<file path="config.mk">
export PLATFORM = sky130hd
export DESIGN_NAME = instr_fetch_sequencer
export DESIGN_NICKNAME = d
export VERILOG_FILES = /design/src/rtl/cpu_pkg.sv /design/src/rtl/instr_fetch_sequencer.sv
export SDC_FILE = /design/constraint.sdc
export NUM_CORES = 1
export LEC_CHECK = 0
export CAP_MARGIN = 20
export CELL_PAD_IN_SITES_DETAIL_PLACEMENT = 0
export CELL_PAD_IN_SITES_GLOBAL_PLACEMENT = 1
export CORE_UTILIZATION = 31
export DETAILED_ROUTE_END_ITERATION = 16
export GPL_ROUTABILITY_DRIVEN = 0
export HOLD_SLACK_MARGIN = 0.08
export PLACE_DENSITY_LB_ADDON = 0.1
export SETUP_SLACK_MARGIN = 0.5
export SYNTH_ARGS = -nofsm -noshare
export SYNTH_HDL_FRONTEND = slang
export SYNTH_SLANG_ARGS = --single-unit
export TNS_END_PERCENT = 5
</file>
<file path="constraint.sdc">
create_clock -name clk -period 4.9 [get_ports clk]
set_clock_uncertainty 0.2 [all_clocks]
set_input_delay 0.735 -clock clk [delete_from_list [all_inputs] [get_ports clk]]
set_output_delay 0.735 -clock clk [all_outputs]
set_load 0.01 [all_outputs]
</file>
<file path="src/rtl/cpu_pkg.sv">
// cpu_pkg: shared opcode encoding and instruction geometry for the opcode/control interface
package cpu_pkg;
    localparam int OPCODE_W = 4;
    localparam int INSTR_W  = 32;
    typedef enum logic [OPCODE_W-1:0] {
        OP_END     = 4'h0,
        OP_SETC    = 4'h1,
        OP_DEC     = 4'h2,
        OP_BNZ     = 4'h3,
        OP_MATSET  = 4'h4,
        OP_MATXOR  = 4'h5,
        OP_ROTSBOX = 4'h6,
        OP_XORFL   = 4'h7,
        OP_XORKEY  = 4'h8,
        OP_MLSL    = 4'h9,
        OP_MSUB    = 4'hA,
        OP_MSHR    = 4'hB,
        OP_MMIX    = 4'hC
    } opcode_e;
endpackage

</file>
<file path="src/rtl/instr_fetch_sequencer.sv">
// instr_fetch_sequencer: fetches instructions from a synchronous ROM and offers them to decode
// Ports:
//   clk, rst                  clock, synchronous active-high reset
//   start                     begin fetching at the current pc (IDLE only)
//   imem_addr / imem_rdata    ROM address (always equals pc) / read data, one cycle later
//   instr / instr_valid       registered instruction and valid towards decode
//   instr_ready               decode accepts instr (handshake = valid & ready)
//   branch_taken / _target    redirect pulse and destination from execute
//   pc                        address of the instruction being fetched or offered
//   halted                    high once an END instruction has been issued
module instr_fetch_sequencer
    import cpu_pkg::*;
#(
    parameter int IMEM_AW  = 8,
    parameter int INSTR_W  = cpu_pkg::INSTR_W,
    parameter int RESET_PC = 0
) (
    input  logic               clk,
    input  logic               rst,
    input  logic               start,
    output logic [IMEM_AW-1:0] imem_addr,
    input  logic [INSTR_W-1:0] imem_rdata,
    output logic [INSTR_W-1:0] instr,
    output logic               instr_valid,
    input  logic               instr_ready,
    input  logic               branch_taken,
    input  logic [IMEM_AW-1:0] branch_target,
    output logic [IMEM_AW-1:0] pc,
    output logic               halted
);
    typedef enum logic [2:0] {IDLE, FETCH, LATCH, ISSUE, HALT} fetch_state_e;

    fetch_state_e state;
    logic handshake;
    logic isEnd;

    assign imem_addr = pc;
    assign handshake = instr_valid && instr_ready;
    assign isEnd     = opcode_e'(instr[INSTR_W-1 -: OPCODE_W]) == OP_END;

    always_ff @(posedge clk) begin
        if (rst) begin
            state       <= IDLE;
            pc          <= IMEM_AW'(RESET_PC);
            instr       <= '0;
            instr_valid <= 1'b0;
            halted      <= 1'b0;
        end else begin
            case (state)
                IDLE: if (start) state <= FETCH;
                // A redirect in FETCH just re-aims the read; the stale ROM word is never latched.
                FETCH: begin
                    if (branch_taken) pc <= branch_target;
                    else state <= LATCH;
                end
                LATCH: begin
                    if (branch_taken) begin
                        pc    <= branch_target;
                        state <= FETCH;
                    end else begin
                        instr       <= imem_rdata;
                        instr_valid <= 1'b1;
                        state       <= ISSUE;
                    end
                end
                // An issued END beats a coincident branch; otherwise a branch overrides pc+1.
                ISSUE: begin
                    if (handshake && isEnd) begin
                        instr_valid <= 1'b0;
                        halted      <= 1'b1;
                        state       <= HALT;
                    end else if (branch_taken || handshake) begin
                        pc          <= branch_taken ? branch_target : pc + IMEM_AW'(1);
                        instr_valid <= 1'b0;
                        state       <= FETCH;
                    end
                end
                HALT: state <= HALT;
                default: state <= IDLE;
            endcase
        end
    end
endmodule

</file>
# Word level (Yosys, flattened, before mapping)
# Cells that the tools add are included.
[word_totals] reg_bits=45 latch_bits=0 mem_bits_rw=0 mem_bits_ro=0 input_bits=45 out_inout_bits=50 elab_cells=46 n_memories=0
[op_classes] n_addsub=1 multipliers=0 n_div=0 magnitude_cmp=0 eq_ne=11 shifts=0 mux=15 bitwise=1 reduce_logical=13
[op_table] cell="8-bit 2-to-1 mux" n=4
[op_table] cell="8-bit one-hot mux with 2 select lines" n=1
[op_table] cell="3-bit one-hot mux with 5 select lines" n=1
[op_table] cell="3-bit 2-to-1 mux" n=4
[op_table] cell="2-bit != test (second input constant)" n=5
[op_table] cell="8-bit by 1-bit adder with 8-bit output (second input constant)" n=1
[op_table] cell="3-bit by 2-bit == test with 1-bit output (second input constant)" n=2
[op_table] cell="3-bit AND reduction" n=2
[op_table] cell="4-bit logical NOT" n=1
[op_table] cell="2-bit AND reduction" n=2
[op_table] cell="4-bit AND reduction" n=1
[op_table] cell="2-bit nonzero test" n=2
[op_table] cell="3-bit by 1-bit == test with 1-bit output (second input constant)" n=1
[op_table] cell="3-bit == test (second input constant)" n=1
[op_table] cell="3-bit logical NOT" n=1
[op_table] cell="1-bit 2-to-1 mux" n=3
[op_table] cell="3-bit != test (second input constant)" n=1
[op_table] cell="1-bit logical AND" n=2
[op_table] cell="2-bit 2-to-1 mux" n=1
[op_table] cell="2-bit by 1-bit != test with 1-bit output (second input constant)" n=1
[op_table] cell="1-bit one-hot mux with 2 select lines" n=1
[op_table] cell="2-bit OR reduction" n=1
[op_table] cell="1-bit logical OR" n=1
[op_table] cell="1-bit NOT" n=1

# Depth between registers and ports, before layout
[depth] word_depth=5 depth_mapped=6 depth_no_buf=5

# Least setup slack after synthesis
# OpenSTA, ideal clock, no wires.
[synth_timing] kind="input to register" startpoint="input branch_taken" endpoint="register instr[31]" setup_ns=0.132 arrival_ns=1.697 required_time_ns=4.568 setup_slack_ns=2.871 stages=6 n_path_buf=3 cell_sequence="buf_6 > or4b_4 > buf_6 > buf_8 > nand2_1 > a21oi_1"
[synth_between] elab_chain_len=2
[synth_lines] element="start, declared" line_no="instr_fetch_sequencer.sv:26" source="input logic branch_taken,"
[synth_lines] element="1-bit NOT (no line)"
[synth_lines] element="2-bit AND reduction (no line)"
[synth_lines] element="end signal, assigned" line_no="instr_fetch_sequencer.sv:61" source="instr <= imem_rdata;"
[synth_lines] element="end, declared" line_no="instr_fetch_sequencer.sv:23" source="output logic [INSTR_W-1:0] instr,"
# No other way between the ends.
# A chain may end at the register's enable or synchronous reset.

# Worst setup path in the final report
[layout_timing] startpoint="input branch_taken" endpoint="register pc[7] (netlist: imem_addr[7])"
[layout_between] elab_chain_len=4 word_cells_on_any_way=8 classes_between="eq/ne: 2; mux: 4; reduce/logical: 2"
[layout_lines] element="8-bit 2-to-1 mux" line_no="instr_fetch_sequencer.sv:73" source="pc <= branch_taken ? branch_target : pc + IMEM_AW'(1);"
[layout_lines] element="8-bit 2-to-1 mux" line_no="instr_fetch_sequencer.sv:72" source="end else if (branch_taken || handshake) begin"
[layout_lines] element="8-bit 2-to-1 mux" line_no="instr_fetch_sequencer.sv:68" source="if (handshake && isEnd) begin"
[layout_lines] element="8-bit one-hot mux with 2 select lines" line_no="instr_fetch_sequencer.sv:49" source="case (state)"
[layout_lines] element="end signal, assigned" line_no="instr_fetch_sequencer.sv:53" source="if (branch_taken) pc <= branch_target;"
[layout_lines] element="end signal, assigned" line_no="instr_fetch_sequencer.sv:58" source="pc <= branch_target;"
[layout_lines] element="end signal, assigned" line_no="instr_fetch_sequencer.sv:73"
[layout_lines] element="end, declared" line_no="instr_fetch_sequencer.sv:28" source="output logic [IMEM_AW-1:0] pc,"
# Several ways; a longest one is shown, not always the timed one. The select of a mux whose other input is x is not followed.

==> run summary <==
The post-route minimum period came out at about 3 ns. The routed length per instance came out at between 10 and 15 um. Measured on the finished design, the core utilization comes to 47.0%. The amount of wire on met3 after detailed routing came out at ~340 um. The mapped netlist covers approximately 2100 um2. The tightest min-delay check is of the reg -> reg type. The multi-input combinational cell area is around 970 um2. The count of cells resized by post-cts repair came out at 0.

The final-stage net count is between 300 and 400. The buffer levels on the longest clock path came out at 2. Among all flip-flop cells after synthesis, the most frequent one is dfxtp_1. The minimum setup slack among reg-to-reg paths is roughly 2.5 ns. The number of enable flip-flop cells after synthesis came out at 0. The wire length of the first global-routing pass came out at about 9 mm. The floorplan die width came out at between 80 and 90 um. In this run the critical register-to-register path is captured at imem_addr[7]$_SDFFE_PP0P_. The maximum clock frequency is approximately 330 MHz. The met2 wire length is about 2.5 mm. The number of hold violations in the final report came out at 0. The kind of end point of the critical path is a flop.

The number of detailed-route iterations in the first pass is 10. In this run switching power makes up 24.6% of total power. The sequential share of the synthesized area came out at roughly 43%. The count of antenna-violating nets left after detailed routing came out at 0.

The largest net degree at the start of global routing came out at 50. For this design the top-level I/O count stands at 95. The highest metal layer carrying signal wires in the routed design is met4. The final routed wirelength across all metal layers came out at about 5.3 mm. The clock transition at the register clock pins on the worst setup and hold paths after CTS came out at ~0.09 ns. The wire length on met1 is approximately 2.5 mm. The largest vdd supply drop is 0.138 mV. The worst register-to-register path begins at state[1]$_SDFFE_PP0P_. The maximum fanout count along the critical path came out at 21. In the routed layout, each cell is associated on average with a via count of between 4 and 5.

The final period utilization is 61.4%. The net count after synthesis came out at between 200 and 300. The number of design rule violations left after detail routing came out at 6. The library cell used most frequently in the layout, excluding fill and tap cells, is clkdlybuf4s50_1.

The number of cells on the worst reg-to-reg path came out at 4. The required time of the critical path came out at between 4 and 5 ns. The static power due to leakage came out at around 1.0 nW.

The initial antenna violation count was 0. The share of cells above drive strength 1 came out at ~6.1%. The area growth from synthesis to layout is 44.2%. The initial utilization of the core area, before any placement, comes to roughly a third. Sequential cells burn between 50% and 60% of the power. Buffers added to address setup during post-CTS repair amount to 0.

The clock network burns between 30% and 40% of the power. Setup repair after global routing left no endpoint under its margin. The number of vias after detailed routing is a little under 2000. The number of buffers inserted by hold repair at cts came out at 0. The least setup slack across all paths after layout came out at 1.89 ns. The share of total power dissipated in combinational logic is 15.2%. The total area inside the core boundary comes to 6420 um2. The run finished, with violations left. For this run, the number of Yosys warnings is 0. The TritonCTS clock tree is built. Counting distinct cell types in the post-synthesis netlist gives 44.

The actual transition at the worst max-transition pin is between 0.9 and 1 ns. Summed over all nets, the switching power comes to 183 uW. Timing analysis after detailed placement gives a worst setup slack of roughly 1.6 ns. The number of sinks handled by clock tree synthesis came out at 45.

The mean post-synth cell area is between 8 and 9 um2. By startpoint and endpoint, the worst setup path is classified as in -> reg. The site row count came out at 29.

The final reports fail on DRC. The max-slew violation count came out at 0. The worst setup path is launched from an input pin. In the layout the commonest cells are 93 x clkdlybuf4s50_1, 68 x nand2_1, 45 x dfxtp_1. The later-pin clock latency in the skew report is 0.29 ns.

The ratio of total power to cell area is about 250 nW/um2. Internal power comes to approximately 560 uW. Input and output buffers added on the ports amount to 94. The number of inserted filler cells in the final layout came out at 633. The iteration-0 DRC count of the detailed router came out at 46. The all-layer global routing usage is 15.4%. The area enclosed by the die boundary came out at approximately 7100 um2. The post-DP HPWL is between 3 and 4 mm. The synthesized instance count is about 250.

The number of antenna diodes came out at 0. For the worst setup path, the data arrival time is 3.01 ns. The number of max-cap violations is 0. The worst setup path startpoint is branch_taken.

The clock buffer count from CTS came out at 5. The normalized max-slew margin is ~36%. The die boundary height is around 84 um. The critical path ends at imem_addr[7]$_SDFFE_PP0P_. The maximum level of the CTS H-tree is 2.

Clock tree synthesis selected as its root buffer the cell clkbuf_8. The share of flip-flops with an asynchronous set or reset after synthesis came out at 0%. Setup total negative slack on the finished layout was measured at 0 ns. The flip-flop and latch area came out at between 900 and 1000 um2. The leftover overflow at the end of global routing is 0. The via count of the first global-routing pass is about 1900. The number of setup violations in the final report is 0. The count of state elements after synthesis came out at 45.
worst max-delay path, stage by stage:
cell and delay [ns]:
clkdlybuf4s50_1 0.61, nand4bb_1 0.85, nor4_1 0.50, a21oi_1 0.08, o32ai_2 0.22
cells in the mapped netlist, drive strengths merged (2+ instances only):
master / instances / area share (%)
o211a: 2 / 0.96
buf: 22 / 9.4
o32ai: 4 / 2.4
a211oi: 2 / 0.72
nor2: 10 / 1.8
nand3: 4 / 0.96
o21bai: 2 / 0.72
nor4: 4 / 1.5
inv: 2 / 0.36
a31oi: 3 / 1.6
dfxtp: 45 / 43
nand2b: 5 / 1.5
nand2: 69 / 12
and2: 2 / 0.60
a21oi: 43 / 10
and4: 2 / 0.84
o21ai: 2 / 0.48
clkbuf: 4 / 0.72
nand4: 2 / 0.60
nor3: 5 / 1.7
kinds of logic (layout without fill, tap and decap cells):
family,after synthesis,after routing,share of synthesized area [%]
compound gates,64,64,19.5
fa+ha+maj,1,1,0.598
buf+inv,28,105,10.5
flops,45,45,43.0
mux,1,1,0.478
simple gates,110,110,25.9
state kept, by name (all words and copies together) (netlist names):
register	count
halted	1
instr_valid	1
state	3
imem_addr	8
instr	32
routing by layer:
metal / up-vias / GRT usage (%)
li1: 997 / -
met1: 882 / 18.7
met2: 56 / 25.6
met3: 2 / 5.11
met4: 0 / 4.86
met5: - / 0
power groups by stage:
stage          clock network, mW  logic [mW]  registers, mW
2_1_floorplan                  0      0.0544          0.398
3_3_place_gp                   0       0.114          0.399
3_5_place_dp                   0       0.113          0.399
4_1_cts                    0.255       0.114          0.390
5_1_grt                    0.271       0.123          0.393
6_report                   0.238       0.113          0.390
final cells by class:
type,instances,share of cell area (%)
Sequential cell,45,29.9
Clock inverter,2,0.456
Timing Repair Buffer,95,31.3
Multi-Input combinational cell,176,32.3
Inverter,2,0.249
Clock buffer,6,2.74
Tap cell,77,3.19
worst min-delay path by stage:
stage | slack [ns] | end | start | depth (start not counted)
6_report | 0.26 | instr[17]$_SDFFE_PP0P_ | instr[17]$_SDFFE_PP0P_ | 2
3_3_place_gp | 0.24 | halted$_SDFFE_PP0P_ | halted$_SDFFE_PP0P_ | 2
5_1_grt | 0.28 | instr[17]$_SDFFE_PP0P_ | instr[17]$_SDFFE_PP0P_ | 2
3_5_place_dp | 0.25 | instr[4]$_SDFFE_PP0P_ | instr[4]$_SDFFE_PP0P_ | 2
4_1_cts | 0.26 | instr[14]$_SDFFE_PP0P_ | instr[14]$_SDFFE_PP0P_ | 2
2_1_floorplan | 0.27 | halted$_SDFFE_PP0P_ | halted$_SDFFE_PP0P_ | 2
through the flow:
stage	hold WS [ns]	area (um2)	std cells	power (mW)
after floorplan	0.270	2090	249	0.452
after global placement	0.238	2920	395	0.513
after detailed placement	0.246	2920	395	0.512
after CTS	0.258	3020	403	0.759
after global routing	0.276	3020	403	0.786
final	0.257	3020	403	0.741
Note: power is estimated with default switching activity, not from simulation.
